<file path="src/rtl/conv1_bias_relu_if.sv">
// conv1_bias_relu_if
//  Bundles the three buses of the conv1 post-accumulation stage:
//   - accumulator input stream  : in_valid / in_ready / in_batch / in_data
//   - bias ROM read port        : bias_aa / bias_cena / bias_qa
//   - activation output stream  : out_valid / out_ready / out_data / out_batch / out_last
//   - status                    : err_batch
//  Modports:
//   slave  : the conv1_bias_relu block itself
//   master : the surrounding environment (accumulator, bias ROM, pooling buffer)
//  All vectors are packed with channel 0 in the MSBs.
interface conv1_bias_relu_if #(
  parameter int unsigned NUM_CH = 6,
  parameter int unsigned W_ADDR = 1,
  parameter int unsigned W_ACC  = 26,
  parameter int unsigned W_OUT  = 8
);

  // Accumulator input stream
  logic                      in_valid;
  logic                      in_ready;
  logic [W_ADDR-1:0]         in_batch;
  logic [NUM_CH*W_ACC-1:0]   in_data;

  // Bias ROM read port (registered read, active-low enable)
  logic [W_ADDR-1:0]         bias_aa;
  logic                      bias_cena;
  logic [NUM_CH*W_ACC-1:0]   bias_qa;

  // Activation output stream
  logic                      out_valid;
  logic                      out_ready;
  logic [NUM_CH*W_OUT-1:0]   out_data;
  logic [W_ADDR-1:0]         out_batch;
  logic                      out_last;

  // Sticky status
  logic                      err_batch;

  modport slave (
    input  in_valid,
    output in_ready,
    input  in_batch,
    input  in_data,
    output bias_aa,
    output bias_cena,
    input  bias_qa,
    output out_valid,
    input  out_ready,
    output out_data,
    output out_batch,
    output out_last,
    output err_batch
  );

  modport master (
    output in_valid,
    input  in_ready,
    output in_batch,
    output in_data,
    input  bias_aa,
    input  bias_cena,
    output bias_qa,
    input  out_valid,
    output out_ready,
    input  out_data,
    input  out_batch,
    input  out_last,
    input  err_batch
  );

endinterface

</file>
<file path="src/rtl/conv1_bias_relu.sv">
// conv1_bias_relu
//  Post-accumulation stage for conv1. Accepts one vector of NUM_CH signed accumulator
//  sums, reads the matching bias row from the conv1 bias ROM, and produces one vector of
//  NUM_CH unsigned W_OUT-bit activations:
//    s = acc + bias                      (W_ACC+1 bits, cannot overflow)
//    r = (s < 0) ? 0 : round(s / 2^SHIFT) (round half up)
//    a = min(r, 2^W_OUT-1)
//  Sequence: IDLE -> FETCH -> ADD -> OUT -> IDLE, so at most one vector is in flight.
//  Ports:
//   clk  : clock, all logic on the rising edge
//   rst  : synchronous reset, active-high; wins over every other event
//   bus  : conv1_bias_relu_if.slave (input stream, bias ROM port, output stream, status)
module conv1_bias_relu #(
  parameter int unsigned NUM_CH    = 6,
  parameter int unsigned NUM_BATCH = 1,
  parameter int unsigned W_ADDR    = 1,
  parameter int unsigned W_ACC     = 26,
  parameter int unsigned W_OUT     = 8,
  parameter int unsigned SHIFT     = 16
) (
  input  logic              clk,
  input  logic              rst,
  conv1_bias_relu_if.slave  bus
);

  // Working width for the rounding add: s is non-negative here and below 2^W_ACC, so
  // one extra bit above s keeps the rounding constant from overflowing.
  localparam int unsigned WRnd = W_ACC + 2;

  localparam logic [WRnd-1:0] RoundHalf = WRnd'(1) << (SHIFT - 1);
  localparam logic [WRnd-1:0] MaxAct    = {{(WRnd - W_OUT){1'b0}}, {W_OUT{1'b1}}};

  localparam logic [W_ADDR:0]   NumBatchExt = (W_ADDR + 1)'(NUM_BATCH);
  localparam logic [W_ADDR-1:0] LastBatch   = W_ADDR'(NUM_BATCH - 1);

  localparam logic [1:0] StIdle  = 2'd0;
  localparam logic [1:0] StFetch = 2'd1;
  localparam logic [1:0] StAdd   = 2'd2;
  localparam logic [1:0] StOut   = 2'd3;

  logic [1:0]                r_state;
  logic [NUM_CH*W_ACC-1:0]   r_acc;
  logic [W_ADDR-1:0]         r_batch;
  logic                      r_bias_zero;
  logic                      r_err_batch;
  logic [W_ADDR-1:0]         r_bias_aa;
  logic                      r_bias_cena;
  logic                      r_out_valid;
  logic [NUM_CH*W_OUT-1:0]   r_out_data;
  logic [W_ADDR-1:0]         r_out_batch;
  logic                      r_out_last;

  logic                      w_bad_batch;
  logic [NUM_CH*W_OUT-1:0]   w_act;

  // Bias add, ReLU, rounding shift and unsigned saturation for one channel.
  function automatic logic [W_OUT-1:0] f_act(input logic [W_ACC-1:0] acc,
                                              input logic [W_ACC-1:0] bias);
    logic [W_ACC:0]  sum;
    logic [WRnd-1:0] rnd;
    logic [WRnd-1:0] res;
    sum = {acc[W_ACC-1], acc} + {bias[W_ACC-1], bias};
    rnd = {1'b0, sum} + RoundHalf;
    res = rnd >> SHIFT;
    if (sum[W_ACC]) begin
      f_act = '0;
    end else if (res > MaxAct) begin
      f_act = {W_OUT{1'b1}};
    end else begin
      f_act = res[W_OUT-1:0];
    end
  endfunction

  assign w_bad_batch = ({1'b0, bus.in_batch} >= NumBatchExt);

  // bias_qa is only sampled in ADD, the cycle after the ROM was enabled.
  always_comb begin
    w_act = '0;
    for (int c = 0; c < NUM_CH; c++) begin
      w_act[(NUM_CH-1-c)*W_OUT +: W_OUT] =
        f_act(r_acc[(NUM_CH-1-c)*W_ACC +: W_ACC],
              r_bias_zero ? {W_ACC{1'b0}} : bus.bias_qa[(NUM_CH-1-c)*W_ACC +: W_ACC]);
    end
  end

  always_ff @(posedge clk) begin
    if (rst) begin
      r_state     <= StIdle;
      r_acc       <= '0;
      r_batch     <= '0;
      r_bias_zero <= 1'b0;
      r_err_batch <= 1'b0;
      r_bias_aa   <= '0;
      r_bias_cena <= 1'b1;
      r_out_valid <= 1'b0;
      r_out_data  <= '0;
      r_out_batch <= '0;
      r_out_last  <= 1'b0;
    end else begin
      case (r_state)
        StIdle: begin
          if (bus.in_valid) begin
            r_acc       <= bus.in_data;
            r_batch     <= bus.in_batch;
            // ROM still sees the raw index; the result just ignores its data.
            r_bias_aa   <= bus.in_batch;
            r_bias_cena <= 1'b0;
            r_bias_zero <= w_bad_batch;
            if (w_bad_batch) begin
              r_err_batch <= 1'b1;
            end
            r_state     <= StFetch;
          end
        end
        StFetch: begin
          // ROM samples address on this edge; enable is low for this single cycle.
          r_bias_cena <= 1'b1;
          r_state     <= StAdd;
        end
        StAdd: begin
          r_out_data  <= w_act;
          r_out_batch <= r_batch;
          r_out_last  <= (r_batch == LastBatch);
          r_out_valid <= 1'b1;
          r_state     <= StOut;
        end
        StOut: begin
          if (bus.out_ready) begin
            r_out_valid <= 1'b0;
            r_state     <= StIdle;
          end
        end
        default: begin
          r_state <= StIdle;
        end
      endcase
    end
  end

  assign bus.in_ready  = (r_state == StIdle);
  assign bus.bias_aa   = r_bias_aa;
  assign bus.bias_cena = r_bias_cena;
  assign bus.out_valid = r_out_valid;
  assign bus.out_data  = r_out_data;
  assign bus.out_batch = r_out_batch;
  assign bus.out_last  = r_out_last;
  assign bus.err_batch = r_err_batch;

endmodule

</file>
<file path="src/flat_wrapper.sv">
// flat-port wrapper written by rule: the top's interface ports become plain ports
module conv1_bias_relu_flat 
#(
  parameter int unsigned NUM_CH    = 6,
  parameter int unsigned NUM_BATCH = 1,
  parameter int unsigned W_ADDR    = 1,
  parameter int unsigned W_ACC     = 26,
  parameter int unsigned W_OUT     = 8,
  parameter int unsigned SHIFT     = 16
)
  (clk, rst, bus_in_valid, bus_in_ready, bus_in_batch, bus_in_data, bus_bias_aa, bus_bias_cena, bus_bias_qa, bus_out_valid, bus_out_ready, bus_out_data, bus_out_batch, bus_out_last, bus_err_batch);
  conv1_bias_relu_if #(.NUM_CH(NUM_CH), .W_ADDR(W_ADDR), .W_ACC(W_ACC), .W_OUT(W_OUT)) bus_i ();
  input  logic clk;
  input  logic rst;
  input wire logic [$bits(bus_i.in_valid)-1:0] bus_in_valid;
  output wire logic [$bits(bus_i.in_ready)-1:0] bus_in_ready;
  input wire logic [$bits(bus_i.in_batch)-1:0] bus_in_batch;
  input wire logic [$bits(bus_i.in_data)-1:0] bus_in_data;
  output wire logic [$bits(bus_i.bias_aa)-1:0] bus_bias_aa;
  output wire logic [$bits(bus_i.bias_cena)-1:0] bus_bias_cena;
  input wire logic [$bits(bus_i.bias_qa)-1:0] bus_bias_qa;
  output wire logic [$bits(bus_i.out_valid)-1:0] bus_out_valid;
  input wire logic [$bits(bus_i.out_ready)-1:0] bus_out_ready;
  output wire logic [$bits(bus_i.out_data)-1:0] bus_out_data;
  output wire logic [$bits(bus_i.out_batch)-1:0] bus_out_batch;
  output wire logic [$bits(bus_i.out_last)-1:0] bus_out_last;
  output wire logic [$bits(bus_i.err_batch)-1:0] bus_err_batch;
  assign bus_i.in_valid = bus_in_valid;
  assign bus_in_ready = bus_i.in_ready;
  assign bus_i.in_batch = bus_in_batch;
  assign bus_i.in_data = bus_in_data;
  assign bus_bias_aa = bus_i.bias_aa;
  assign bus_bias_cena = bus_i.bias_cena;
  assign bus_i.bias_qa = bus_bias_qa;
  assign bus_out_valid = bus_i.out_valid;
  assign bus_i.out_ready = bus_out_ready;
  assign bus_out_data = bus_i.out_data;
  assign bus_out_batch = bus_i.out_batch;
  assign bus_out_last = bus_i.out_last;
  assign bus_err_batch = bus_i.err_batch;
  conv1_bias_relu #(.NUM_CH(NUM_CH), .NUM_BATCH(NUM_BATCH), .W_ADDR(W_ADDR), .W_ACC(W_ACC), .W_OUT(W_OUT), .SHIFT(SHIFT)) u_core (.clk(clk), .rst(rst), .bus(bus_i));
endmodule
</file>
<file path="config.mk">
export PLATFORM = sky130hd
export DESIGN_NAME = conv1_bias_relu_flat
export DESIGN_NICKNAME = d
export VERILOG_FILES = /design/src/rtl/conv1_bias_relu_if.sv /design/src/rtl/conv1_bias_relu.sv /design/src/flat_wrapper.sv
export SDC_FILE = /design/constraint.sdc
export NUM_CORES = 1
export LEC_CHECK = 0
export CAP_MARGIN = 20
export CORE_MARGIN = 10
export CORE_UTILIZATION = 55
export DETAILED_ROUTE_END_ITERATION = 10
export PLACE_DENSITY = 0.94
export REMOVE_ABC_BUFFERS = 1
export SYNTH_ARGS = -nofsm -noshare
export SYNTH_HDL_FRONTEND = slang
export SYNTH_SLANG_ARGS = --single-unit
</file>
<file path="constraint.sdc">
create_clock -name clk -period 6.72 [get_ports clk]
set_input_delay 1.344 -clock clk [delete_from_list [all_inputs] [get_ports clk]]
set_output_delay 1.344 -clock clk [all_outputs]
set_load 0.01 [all_outputs]
</file>
# Word level (Yosys, flattened, before mapping)
# Cells that the tools add are included.
# Widths: inputs -> output; s select.
# op_classes
n_bitwise	1
reduce_logical	8
add_sub_neg	12
eq_ne	5
order_cmp	7
mux	25
# op_table
cell	n
$add 27x16->28 const B	6
$add 26x26->27	6
$mux 26	6
$mux 8	12
$gt 12x8->1 const B	6
$pmux 2 s4	1
$reduce_and 2->1	4
$eq 2x2->1 const B	2
$mux 2	2
$ne 2x2->1 const B	2
$pmux 1 s2	2
$reduce_bool 2->1	2
$reduce_and 3->1	1
$eq 2x1->1 const B	1
$logic_not 2->1	1
$mux 1	2
$ge 1x1->1 const B	1
$not 1->1	1
# totals
reg_bits	213
inputBits	317

# Logic depth before layout (Yosys ltp)
# Gate-level depths: netlist (run 1).
# logic_depth
ltp_word	6
depth_mapped	18
mapped_depth_nobuf	15

# Worst setup path before layout (run 1)
# OpenSTA, ideal clock, no wires.
# synth_path
path_kind	in2reg
start	input port bus_bias_qa[6]
end	register u_core.r_out_data[0], in the netlist u_core.bus.out_data[0]
arrival_ps	4483
setup_ps	117
stages	13
setup_slack_ps	2121
path_cell_list	nor2b_1 -> ha_1 -> a41o_1 -> a221oi_1 -> o31a_2 -> o21a_1 -> o2111ai_1 -> nand2b_1 -> or4b_4 -> o31a_1 -> nor3_4 -> nand2b_1 -> a22o_1
# synth_between
elab_chain_len	6
# synth_lines
item	line	text
start, declared	flat_wrapper.sv:21	input wire logic [$bits(bus_i.bias_qa)-1:0] bus_bias_qa;
$mux 26 (*)	conv1_bias_relu.sv:82	r_bias_zero ? {W_ACC{1'b0}} : bus.bias_qa[(NUM_CH-1-c)*W_ACC +: W_ACC]);
$add 26x26->27 (*)	conv1_bias_relu.sv:62	sum = {acc[W_ACC-1], acc} + {bias[W_ACC-1], bias};
$add 27x16->28	conv1_bias_relu.sv:63	rnd = {1'b0, sum} + RoundHalf;
$gt 12x8->1	conv1_bias_relu.sv:67	end else if (res > MaxAct) begin
$mux 8	conv1_bias_relu.sv:67	
$mux 8 (*)	conv1_bias_relu.sv:65	if (sum[W_ACC]) begin
end signal, assigned	conv1_bias_relu.sv:121	r_out_data <= w_act;
end, declared	conv1_bias_relu.sv:49	logic [NUM_CH*W_OUT-1:0] r_out_data;
# Mark *: on every way between the ends. The rest lies on a longest branch, timed or not.
# A chain may end at the register's enable or synchronous reset.

# Final worst setup path (run 1)
# layout_path
start	input port bus_bias_qa[112]
end	register u_core.r_out_data[32], in the netlist u_core.bus.out_data[32]
# The elaborated chain is that of the path after synthesis.

==> qor.txt, run 1 <==
Power Internal: 3.707 mW
port bufs: 371
hold_buf cts: 0
Seq/Total Area, Yosys: 0.2866
commonest register cell after synthesis: dfxtp_1
kind of critical path: in -> reg
number of placement rows: 59
Die W: 184.1 µm
Startpoint Class: input port
Rel. slew slack: 0.2691
Reg clk slew, reported paths: 60 ps
Syn Inst Count: 1,919
layout cell share with drive strength beyond 1: 0.03422
first-pass GRT wire length: 76,290 µm
Net Switching: 2.470 mW
CP Buf/Inv Count: 1
initial antenna violation count: 7
TritonCTS clock tree: built
Synth cell types: 75
Routed WL: 47,830 µm
worst r2r src: u_core.bus.bias_aa
post-CTS resize count: 0
CP max-delay cell: a21oi_1
CP cell instances: clkdlybuf4s50_1 > nor2b_1 > ha_1 > a2111oi_0 > o21ai_0 > o2111ai_1 > nand3b_1 > xor2_1 > nand4b_1 > nor4_1 > mux2i_1 > a21oi_1 > nor3_1 > a221o_1
worst setup skew after layout: 13.62 ps
crit path from: bus_bias_qa[112]
hold crit path type: reg -> reg
gr usage total: 0.2688
final hold vios: 0
clock insertion delay at the later pin of the skew report: 530 ps
combinational share of power: 0.493
Async SR Flop Fraction: 0
Power Total: 6.177 mW
minimum clock period: 4985 ps
commonest non-fill, non-tap cell in the layout: nand2_1
Core Region: 26,280 µm²
most frequent cells in the layout: nand2_1 (398), clkdlybuf4s50_1 (370), a21oi_1 (235)
Max rail drop VDD: 0.2649 mV
cell count after placement: 2,543
largest net degree at the start of global routing: 96
number of synthesized flops with an enable pin: 0
Num CTS Buffers: 25
min-delay src: u_core.bus.out_data[47]
Yosys reg bits: 212
endpoint type of the worst setup path: flip-flop
Achievable Freq: 200.6 MHz
DRT iter0 DRCs: 942
RSZ-0062 raised after global routing: false
I/O pins: 372
Tightest Pin Transition: 1094 ps
CTS root buf: clkbuf_16
post-route ant nets: 0
die height: 184.1 µm
Leakage: 8.184 nW
CP Data Required Time: 7130 ps
clk buf depth: 3
CP max FO: 7
Cell Pwr Density: 316.3 nW/µm²
Final Non-Filler Cells: 2,593
Nets: 2,712
clock share of power: 0.220
detailed-placement wirelength estimate: 36,410 µm
Setup Total Neg Slack: 0 ps
synth-to-layout area growth: 31.89%
CTS sink count: 212
Syn Area/Cell: 7.716 µm²
crit path DAT: 5400 ps
Ys Warns: 0
Max-Cap Viols: 0
WL/cell: 18.45 µm
vias in the first global route: 15.56k
Seq pwr share: 0.288
# Post-CTS Setup Buffers: 0
final hold slack: 453.8 ps
synthesized cell area: 14,810 µm²
fin crit share: 0.7418
initial core utilization: 0.5634
slowest cell delay on critical path: 460 ps
routed via count: 15.38k
Switching Fraction: 0.3999
outcome: complete, no violations
die area: 33,880 µm²
Setup Viol. Count Final: 0
Slew Limit Fails: 0
CTS HTree Levels: 1
GRT overflow: 0
DR vias/cell: 5.930
drt first pass iters: 5
routability-driven placement congestion ratio: 0.9251
Post-route DRC: 0
Top Family by Delay on Critical Path: compound AO/OA/AOI/OAI gates
-- area by class of cell --
cell class	count	area [µm²]
clock buffer	37	762.0
fill	1885	6751
clock inverter	5	60.06
timing repair buffer	380	3782
multi-input combinational	1587	10130
inverter	29	108.9
tap	335	419.2
antenna	8	20.02
sequential	212	4248
-- power by group through the flow --
stage,Sequential (mW),Clock (mW),Combinational (mW)
global route,1.80,1.42,3.36
finish,1.78,1.36,3.04
CTS,1.77,1.38,3.02
global placement,1.78,0,2.86
detailed placement,1.79,0,2.98
floorplan,1.79,0,1.98
-- worst paths after layout --
path / end / slack (ps) / cells after the start
setup / recovery: u_core.bus.out_data[32] / 1740 / 14
hold / removal: u_core.bus.out_data[47] / 450 / 2
setup reg to reg: u_core.bus.out_data[21] / 1900 / 14
hold reg to reg: u_core.bus.out_data[47] / 450 / 2
-- worst reg2reg max path, stage by stage, from the launching register on --
cell and delay, ps:
dfxtp_4 940, buf_4 410, nor2b_1 80, ha_1 320, a21oi_1 140, o21ai_1 90
a21o_1 180, a211o_1 350, a311oi_1 530, o311ai_1 270, or3_1 430, or3_1 330
and3_1 190, xnor2_1 140, a221o_1 320
-- metal layers --
| metal | wire length [µm] | GRT usage |
|---|---|---|
| met5 | 0 | 0 |
| met1 | 18640 | 0.2981 |
| met2 | 23510 | 0.4746 |
| met4 | 2127 | 0.1321 |
| met3 | 3555 | 0.06047 |
-- sequential cells by signal, indices dropped and copies added (netlist names) --
name and flops:
u_core.bus.bias_aa 1, u_core.bus.bias_cena 1, u_core.bus.err_batch 1, u_core.bus.out_batch 1, u_core.bus.out_data 48, u_core.bus.out_last 1, u_core.bus.out_valid 1, u_core.r_acc 156
u_core.r_state 2
-- cells in the mapped netlist, types with 8 or more instances --
library cell | number | area share
a22o_1 | 9 | 0.0053
nand2b_1 | 21 | 0.0089
o21ai_0 | 64 | 0.022
or3_1 | 9 | 0.0038
buf_1 | 8 | 0.0020
a221o_1 | 27 | 0.018
mux2i_1 | 10 | 0.0068
inv_1 | 29 | 0.0074
o211ai_1 | 10 | 0.0051
a21oi_1 | 235 | 0.079
o2111ai_1 | 10 | 0.0059
clkbuf_1 | 82 | 0.021
nand3_1 | 33 | 0.011
nand4_1 | 8 | 0.0034
dfxtp_1 | 212 | 0.29
and2_1 | 19 | 0.0080
nor2_1 | 78 | 0.020
o21a_1 | 15 | 0.0076
xnor2_1 | 49 | 0.029
a211oi_1 | 20 | 0.010
nor2b_1 | 163 | 0.069
ha_1 | 160 | 0.14
a21o_1 | 38 | 0.019
and3_1 | 12 | 0.0051
a211o_1 | 8 | 0.0047
xor2_1 | 37 | 0.022
nor3_1 | 32 | 0.011
nand2_1 | 399 | 0.10
-- per-stage QoR --
stage / area, µm² / setup slack [ps] / utilization
after floorplan: 14460 / 523.4 / -
after global placement: 18690 / 1477 / 0.7111
after detailed placement: 18690 / 1302 / 0.7111
after CTS: 19510 / 1835 / 0.7423
after global routing: 19530 / 1315 / 0.7431
final: 19530 / 1735 / 0.7431
-- cell families (layout without fill, tap and decap cells) --
| group | after synthesis | count (layout) | synth area share |
|---|---|---|---|
| AO/OA/AOI/OAI | 512 | 512 | 0.2222 |
| flip-flops | 212 | 212 | 0.2866 |
| XOR/XNOR | 87 | 87 | 0.05197 |
| adder cells (fa/ha/maj) | 160 | 160 | 0.1352 |
| AND/OR/NAND/NOR | 817 | 817 | 0.2659 |
| other | 0 | 8 | 0 |
| buffers and inverters | 120 | 451 | 0.03051 |
| multiplexers | 11 | 11 | 0.007521 |
Power figures use the tool's default switching activity.
==> run 2, diff against run 1 <==
--- a/config.mk
+++ b/config.mk
@@ -7,9 +7,9 @@
 export LEC_CHECK = 0
 export CAP_MARGIN = 20
 export CORE_MARGIN = 10
-export CORE_UTILIZATION = 55
+export CORE_UTILIZATION = 51
 export DETAILED_ROUTE_END_ITERATION = 10
-export PLACE_DENSITY = 0.94
+export PLACE_DENSITY = 0.89
 export REMOVE_ABC_BUFFERS = 1
 export SYNTH_ARGS = -nofsm -noshare
 export SYNTH_HDL_FRONTEND = slang
==> constraint.sdc (replaced) <==
create_clock -name clk -period 5 [get_ports clk]
set_input_delay 1 -clock clk [delete_from_list [all_inputs] [get_ports clk]]
set_output_delay 1 -clock clk [all_outputs]
set_load 0.01 [all_outputs]
==> run 2 against run 1 <==
  * Worst hold slack better by 7.1 ps
  * Global-route usage decreased by 2.5 points
  * Clock-buffer cell count decreased by 4
  * Clock skew down 7.3 ps
  * First-iteration DRC count rose by 20%
  * Clock power is 29% higher
  * Sequential share of layout area fell by 0.15 points
  * Design area increased by 0.69%
  * Highest routed layer is now met5
==> qor.txt, run 2 (synthesis results as in run 1) <==
outcome: complete, no violations
worst setup path endpoint: u_core.bus.out_data[1]
Power Total: 8.273 mW (+34%)
Tightest Pin Transition: 1032 ps (-61.84 ps)
Die W: 190.4 µm (+3.4%)
routability-driven placement congestion ratio: 0.9101 (-1.6%)
CP Buf/Inv Count: 1 (unchanged)
CP Data Required Time: 5410 ps (-1720 ps)
Seq. cell area: 4248 µm² (unchanged)
layout cell share with drive strength beyond 1: 0.03890 (+0.004681)
CP max FO: 8 (+1)
Max-Cap Viols: 0 (unchanged)
most frequent cells in the layout: nand2_1 (398), clkdlybuf4s50_1 (370), a21oi_1 (235)
Core Region: 28,700 µm² (+9.2%)
final hold vios: 0 (unchanged)
Leakage: 8.235 nW (+0.62%)
crit path from: bus_bias_qa[7]
first-pass GRT wire length: 74,150 µm (-2.8%)
Net Switching: 3.310 mW (+34%)
hold_buf cts: 0 (unchanged)
clock share of power: 0.213 (-0.007)
Startpoint Class: input port
gr usage total: 0.2433 (-0.02545)
minimum clock period: 4477 ps
Achievable Freq: 223.3 MHz
Power Internal: 4.963 mW (+34%)
multi-input logic area: 10,130 µm² (unchanged)
CTS root buf: clkbuf_16
detailed-placement wirelength estimate: 36,110 µm (-0.82%)
Post-route DRC: 0 (unchanged)
worst setup skew after layout: 6.296 ps (-7.328 ps)
cell count after placement: 2,601 (+2.3%)
Top Family by Delay on Critical Path: compound AO/OA/AOI/OAI gates
Seq pwr share: 0.283 (-0.005)
DR vias/cell: 5.687 (-4.1%)
worst r2r src: u_core.bus.bias_aa
Cell Pwr Density: 420.7 nW/µm² (+33%)
initial antenna violation count: 3 (-4)
fill cell count: 2,239 (+19%)
Reg clk slew, reported paths: 60 ps (about the same)
slowest cell delay on critical path: 600 ps (+140 ps)
combinational share of power: 0.504 (+0.011)
met2 Usage GRT: 0.4326 (-0.04205)
largest net degree at the start of global routing: 97 (+1.0%)
I/O pins: 372 (unchanged)
most used routing layer: met2
crit path DAT: 4890 ps (-510 ps)
# Post-CTS Setup Buffers: 0 (unchanged)
Max rail drop VDD: 0.2659 mV (+0.35%)
Slew Limit Fails: 0 (unchanged)
Nets: 2,722 (+0.37%)
met3 global-route usage: 0.05048 (-0.009999)
drt first pass iters: 7 (+2)
CTS sink count: 212 (unchanged)
reg2reg path depth: 15 (+1)
Rel. slew slack: 0.3104 (+0.04133)
clk buf depth: 3 (unchanged)
kind of critical path: in -> reg
CTS HTree Levels: 1 (unchanged)
commonest non-fill, non-tap cell in the layout: nand2_1
port bufs: 371 (unchanged)
vias in the first global route: 14.88k (-4.4%)
fin crit share: 0.8955
clock insertion delay at the later pin of the skew report: 520 ps (about the same)
Final Non-Filler Cells: 2,649 (+2.2%)
die area: 36,250 µm² (+7.0%)
Setup Viol. Count Final: 0 (unchanged)
hold crit path type: reg -> reg
max reg flops: 156 (unchanged)
WL/cell: 17.69 µm (-4.1%)
DRT iter0 DRCs: 1,129 (+20%)
stages on the worst setup path: 14 (unchanged)
R2R Setup Slk: 820 ps (-1080 ps)
RSZ-0062 raised after global routing: false
post-CTS resize count: 0 (unchanged)
CP cell instances: clkdlybuf4s50_1 > nor2b_1 > ha_1 > a41o_1 > a221oi_1 > o31a_2 > o21a_1 > o2111ai_1 > nand2b_1 > or4b_4 > o31a_1 > nor3_4 > nand2_1 > a22o_1
most flop-heavy register: u_core.r_acc
endpoint type of the worst setup path: flip-flop
Routed WL: 46,870 µm (-2.0%)
routed via count: 15.07k (-2.0%)
GRT overflow: 0 (unchanged)
post-route ant nets: 0 (unchanged)
worst r2r dst: u_core.bus.out_data[23]
synth-to-layout area growth: 32.80%
Switching Fraction: 0.4001 (about the same)
CP max-delay cell: or4b_4
Num CTS Buffers: 25 (unchanged)
number of placement rows: 62 (+5.1%)
initial core utilization: 0.5159 (-0.04755)
Setup Total Neg Slack: 0 ps (unchanged)
die height: 190.4 µm (+3.4%)
TritonCTS clock tree: built
GR Layer Usage met1: 0.2780 (-0.02006)
## run 2: worst min path at each step
stage	to	slack, ps	from	cells past startpoint
final	u_core.r_acc[69]	460	u_core.r_acc[69]	2
after global routing	u_core.r_acc[140]	480	u_core.r_acc[140]	2
after CTS	u_core.bus.out_data[40]	460	u_core.bus.out_data[40]	2
after detailed placement	u_core.bus.out_data[40]	450	u_core.bus.out_data[40]	2
after global placement	u_core.bus.out_data[45]	440	u_core.bus.out_data[45]	2
after floorplan	u_core.r_acc[0]	430	u_core.r_acc[0]	2
## run 2: worst register-to-register path, cell delays in order (launching register included)
cell,delay [ps]
dfxtp_4,400
buf_4,280
nor2b_1,90
ha_1,310
nor2b_1,170
a2111oi_1,540
a21oi_1,220
o21a_1,280
nor2_1,130
ha_1,200
o311ai_1,120
or3_1,410
o31a_1,310
a221oi_2,220
xnor2_1,100
a221o_1,310
## run 2: power by group through the flow
stage / Combinational [mW] / Clock, mW / Sequential [mW]
2_1_floorplan: 2.67 / 0 / 2.41
3_3_place_gp: 3.95 / 0 / 2.35
3_5_place_dp: 4.10 / 0 / 2.37
4_1_cts: 4.14 / 1.79 / 2.34
5_1_grt: 4.60 / 1.86 / 2.38
6_report: 4.17 / 1.76 / 2.34
## run 2: area by class of cell
cell class,instances,share of cell area
multi-input combinational,1587,0.5151
sequential,212,0.2160
timing repair buffer,390,0.1987
clock buffer,33,0.03544
tap,384,0.02443
inverter,29,0.005536
clock inverter,11,0.004390
antenna,3,0.0003818
## run 2: per-layer routing
layer	vias to the layer above	wire length (µm)	part of all wire
met4	2	1923	0.041
li1	7435	-	-
met3	107	3155	0.067
met5	-	10	0.00021
met1	7007	19060	0.41
met2	514	22720	0.48
## run 2: metrics by stage
stage               cell area (µm²)  utilization  hold slack (ps)  setup WS [ps]
CTS                           19640       0.6841            459.6          560.7
floorplan                     14460            -            426.4          -1197
detailed placement            18850       0.6568            445.9          31.99
global placement              18850       0.6568            439.4          207.4
finish                        19660       0.6851            460.8          522.5
global route                  19660       0.6850            478.7          281.2
==> run 3, diff against run 2 <==
--- a/config.mk
+++ b/config.mk
@@ -7,9 +7,10 @@
 export LEC_CHECK = 0
 export CAP_MARGIN = 20
 export CORE_MARGIN = 10
-export CORE_UTILIZATION = 51
+export CORE_UTILIZATION = 60
 export DETAILED_ROUTE_END_ITERATION = 10
-export PLACE_DENSITY = 0.89
+export DONT_BUFFER_PORTS = 1
+export PLACE_DENSITY = 0.82
 export REMOVE_ABC_BUFFERS = 1
 export SYNTH_ARGS = -nofsm -noshare
 export SYNTH_HDL_FRONTEND = slang
==> run 3 against run 2 <==
  * Non-clock buffer count decreased by 379
  * Largest cell class unchanged
  * Largest power group unchanged
  * Critical endpoint is now u_core.bus.out_data[21]
  * Setup slack improved by 130 ps
  * Combinational power is 18% lower
  * Worst hold slack got worse by 4.2 ps
==> qor.txt, run 3 (synthesis results as in run 1) <==
# Post-CTS Setup Buffers: 0 (unchanged)
CP max-delay cell: dfxtp_4
number of placement rows: 57 (-8.1%)
Cell Pwr Density: 483.8 nW/µm² (+15%)
largest net degree at the start of global routing: 176 (+81%)
gr usage total: 0.2513 (+0.008027)
Die W: 177.1 µm (-7.0%)
initial antenna violation count: 8 (+5)
routability-driven placement congestion ratio: 0.8920 (-2.0%)
DR vias/cell: 6.089 (+7.1%)
hold_buf cts: 0 (unchanged)
Tightest Pin Transition: 1050 ps (+18.22 ps)
CP Data Required Time: 5410 ps (about the same)
Max rail drop VDD: 0.3860 mV (+45%)
vias in the first global route: 13.30k (-11%)
most flop-heavy register: u_core.r_acc
max reg flops: 156 (unchanged)
CTS sink count: 212 (unchanged)
CTS root buf: clkbuf_16
worst setup skew after layout: 9.385 ps (+3.089 ps)
crit path DAT: 4760 ps (-130 ps)
kind of critical path: reg -> reg
minimum clock period: 4352 ps (-125.6 ps)
outcome: complete, no violations
slowest cell delay on critical path: 550 ps (-50 ps)
Core Region: 24,320 µm² (-15%)
DRT iter0 DRCs: 934 (-17%)
I/O pins: 372 (unchanged)
Reg clk slew, reported paths: 60 ps (about the same)
Slew Limit Fails: 0 (unchanged)
Leakage: 6.743 nW (-18%)
cell count after placement: 2,163 (-17%)
Final Non-Filler Cells: 2,211 (-17%)
Num CTS Buffers: 25 (unchanged)
metal1 wirelength: 17,590 µm (-7.7%)
RSZ-0062 raised after global routing: false
port bufs: 0 (-100%)
fin crit share: 0.8704 (-0.02513)
DP Worst Slack: 433.1 ps (+401.1 ps)
TritonCTS clock tree: built
met3 routed WL: 3163 µm (+0.25%)
routed via count: 13.46k (-11%)
top routing layer in use: met5
clk buf depth: 3 (unchanged)
final worst-path setup slack: 648.2 ps (+125.6 ps)
commonest non-fill, non-tap cell in the layout: nand2_1
most frequent cells in the layout: nand2_1 (398), a21oi_1 (235), dfxtp_1 (211)
GRT overflow: 0 (unchanged)
Startpoint Class: flip-flop
Setup Total Neg Slack: 0 ps (unchanged)
initial core utilization: 0.6088 (+0.09297)
R2R Setup Slk: 650 ps (-170 ps)
die area: 31,360 µm² (-13%)
reg2reg path depth: 16 (+1)
synth-to-layout area growth: 6.523%
CTS HTree Levels: 1 (unchanged)
final hold vios: 0 (unchanged)
Rel. slew slack: 0.2982 (-0.01218)
Power Total: 7.631 mW (-7.8%)
clock insertion delay at the later pin of the skew report: 520 ps (about the same)
endpoint type of the worst setup path: flip-flop
post-route ant nets: 0 (unchanged)
detailed-placement wirelength estimate: 31,760 µm (-12%)
hold crit path type: reg -> reg
layout cell share with drive strength beyond 1: 0.04043 (+0.001522)
routed wl met2: 19,890 µm (-12%)
first-pass GRT wire length: 66,190 µm (-11%)
Setup Viol. Count Final: 0 (unchanged)
Nets: 2,343 (-14%)
CP max FO: 32 (+24)
Routed WL: 41,940 µm (-11%)
drt first pass iters: 5 (-2)
CP cell instances: buf_12 > nor2b_1 > ha_1 > a21oi_1 > nor2b_1 > a2111oi_1 > a21oi_1 > o21a_1 > nor2_1 > ha_1 > o311ai_1 > or3_1 > or3_1 > and3_1 > xnor2_1 > a221o_1
Max-Cap Viols: 0 (unchanged)
Post-route DRC: 0 (unchanged)
Worst Hold Path Cells: 2 (unchanged)
die height: 177.1 µm (-7.0%)
post-CTS resize count: 0 (unchanged)
WL/cell: 18.97 µm (+7.2%)
Achievable Freq: 229.8 MHz (+2.9%)
## run 3: critical path: cells and delay by family, from the launching register on
family          cells  cell delay (ps)
fa+ha+maj           2              490
compound gates      6             1580
xor+xnor            1              140
buf+inv             1              240
simple gates        6             1220
flops               1              550
## run 3: metal layers
| metal | GRT usage | vias to the layer above |
|---|---|---|
| li1 | - | 6677 |
| met1 | 0.2983 | 6257 |
| met2 | 0.4337 | 447 |
| met3 | 0.05889 | 77 |
| met4 | 0.08862 | 4 |
| met5 | 0 | - |
## run 3: power breakdown
group | leakage (nW) | internal (mW) | total, mW | switching, mW
logic | 4.63 | 1.36 | 3.42 | 2.06
clock network | 0.374 | 1.01 | 1.74 | 0.733
registers | 1.74 | 2.09 | 2.47 | 0.378
## run 3: final cells by class
| cell class | instances | area (µm²) |
|---|---|---|
| inverter | 29 | 108.9 |
| fill | 2088 | 8547 |
| clock inverter | 8 | 71.32 |
| antenna | 7 | 17.52 |
| tap | 324 | 405.4 |
| sequential | 212 | 4248 |
| clock buffer | 33 | 685.7 |
| multi-input combinational | 1587 | 10130 |
| timing repair buffer | 11 | 107.6 |
## run 3: through the flow
stage / hold WS [ps] / cell area (µm²) / util
after floorplan: 426.4 / 14460 / -
after global placement: 434.4 / 15000 / 0.6167
after detailed placement: 443.7 / 15000 / 0.6167
after CTS: 453.3 / 15760 / 0.6478
after global routing: 473.1 / 15770 / 0.6484
final: 456.7 / 15770 / 0.6486
## run 3: final timing paths
kind | startpoint | end
worst max-delay path | u_core.bus.bias_aa | u_core.bus.out_data[21]
worst min-delay path | u_core.r_acc[0] | u_core.r_acc[0]
worst max register to register | u_core.bus.bias_aa | u_core.bus.out_data[21]
worst min register to register | u_core.r_acc[0] | u_core.r_acc[0]
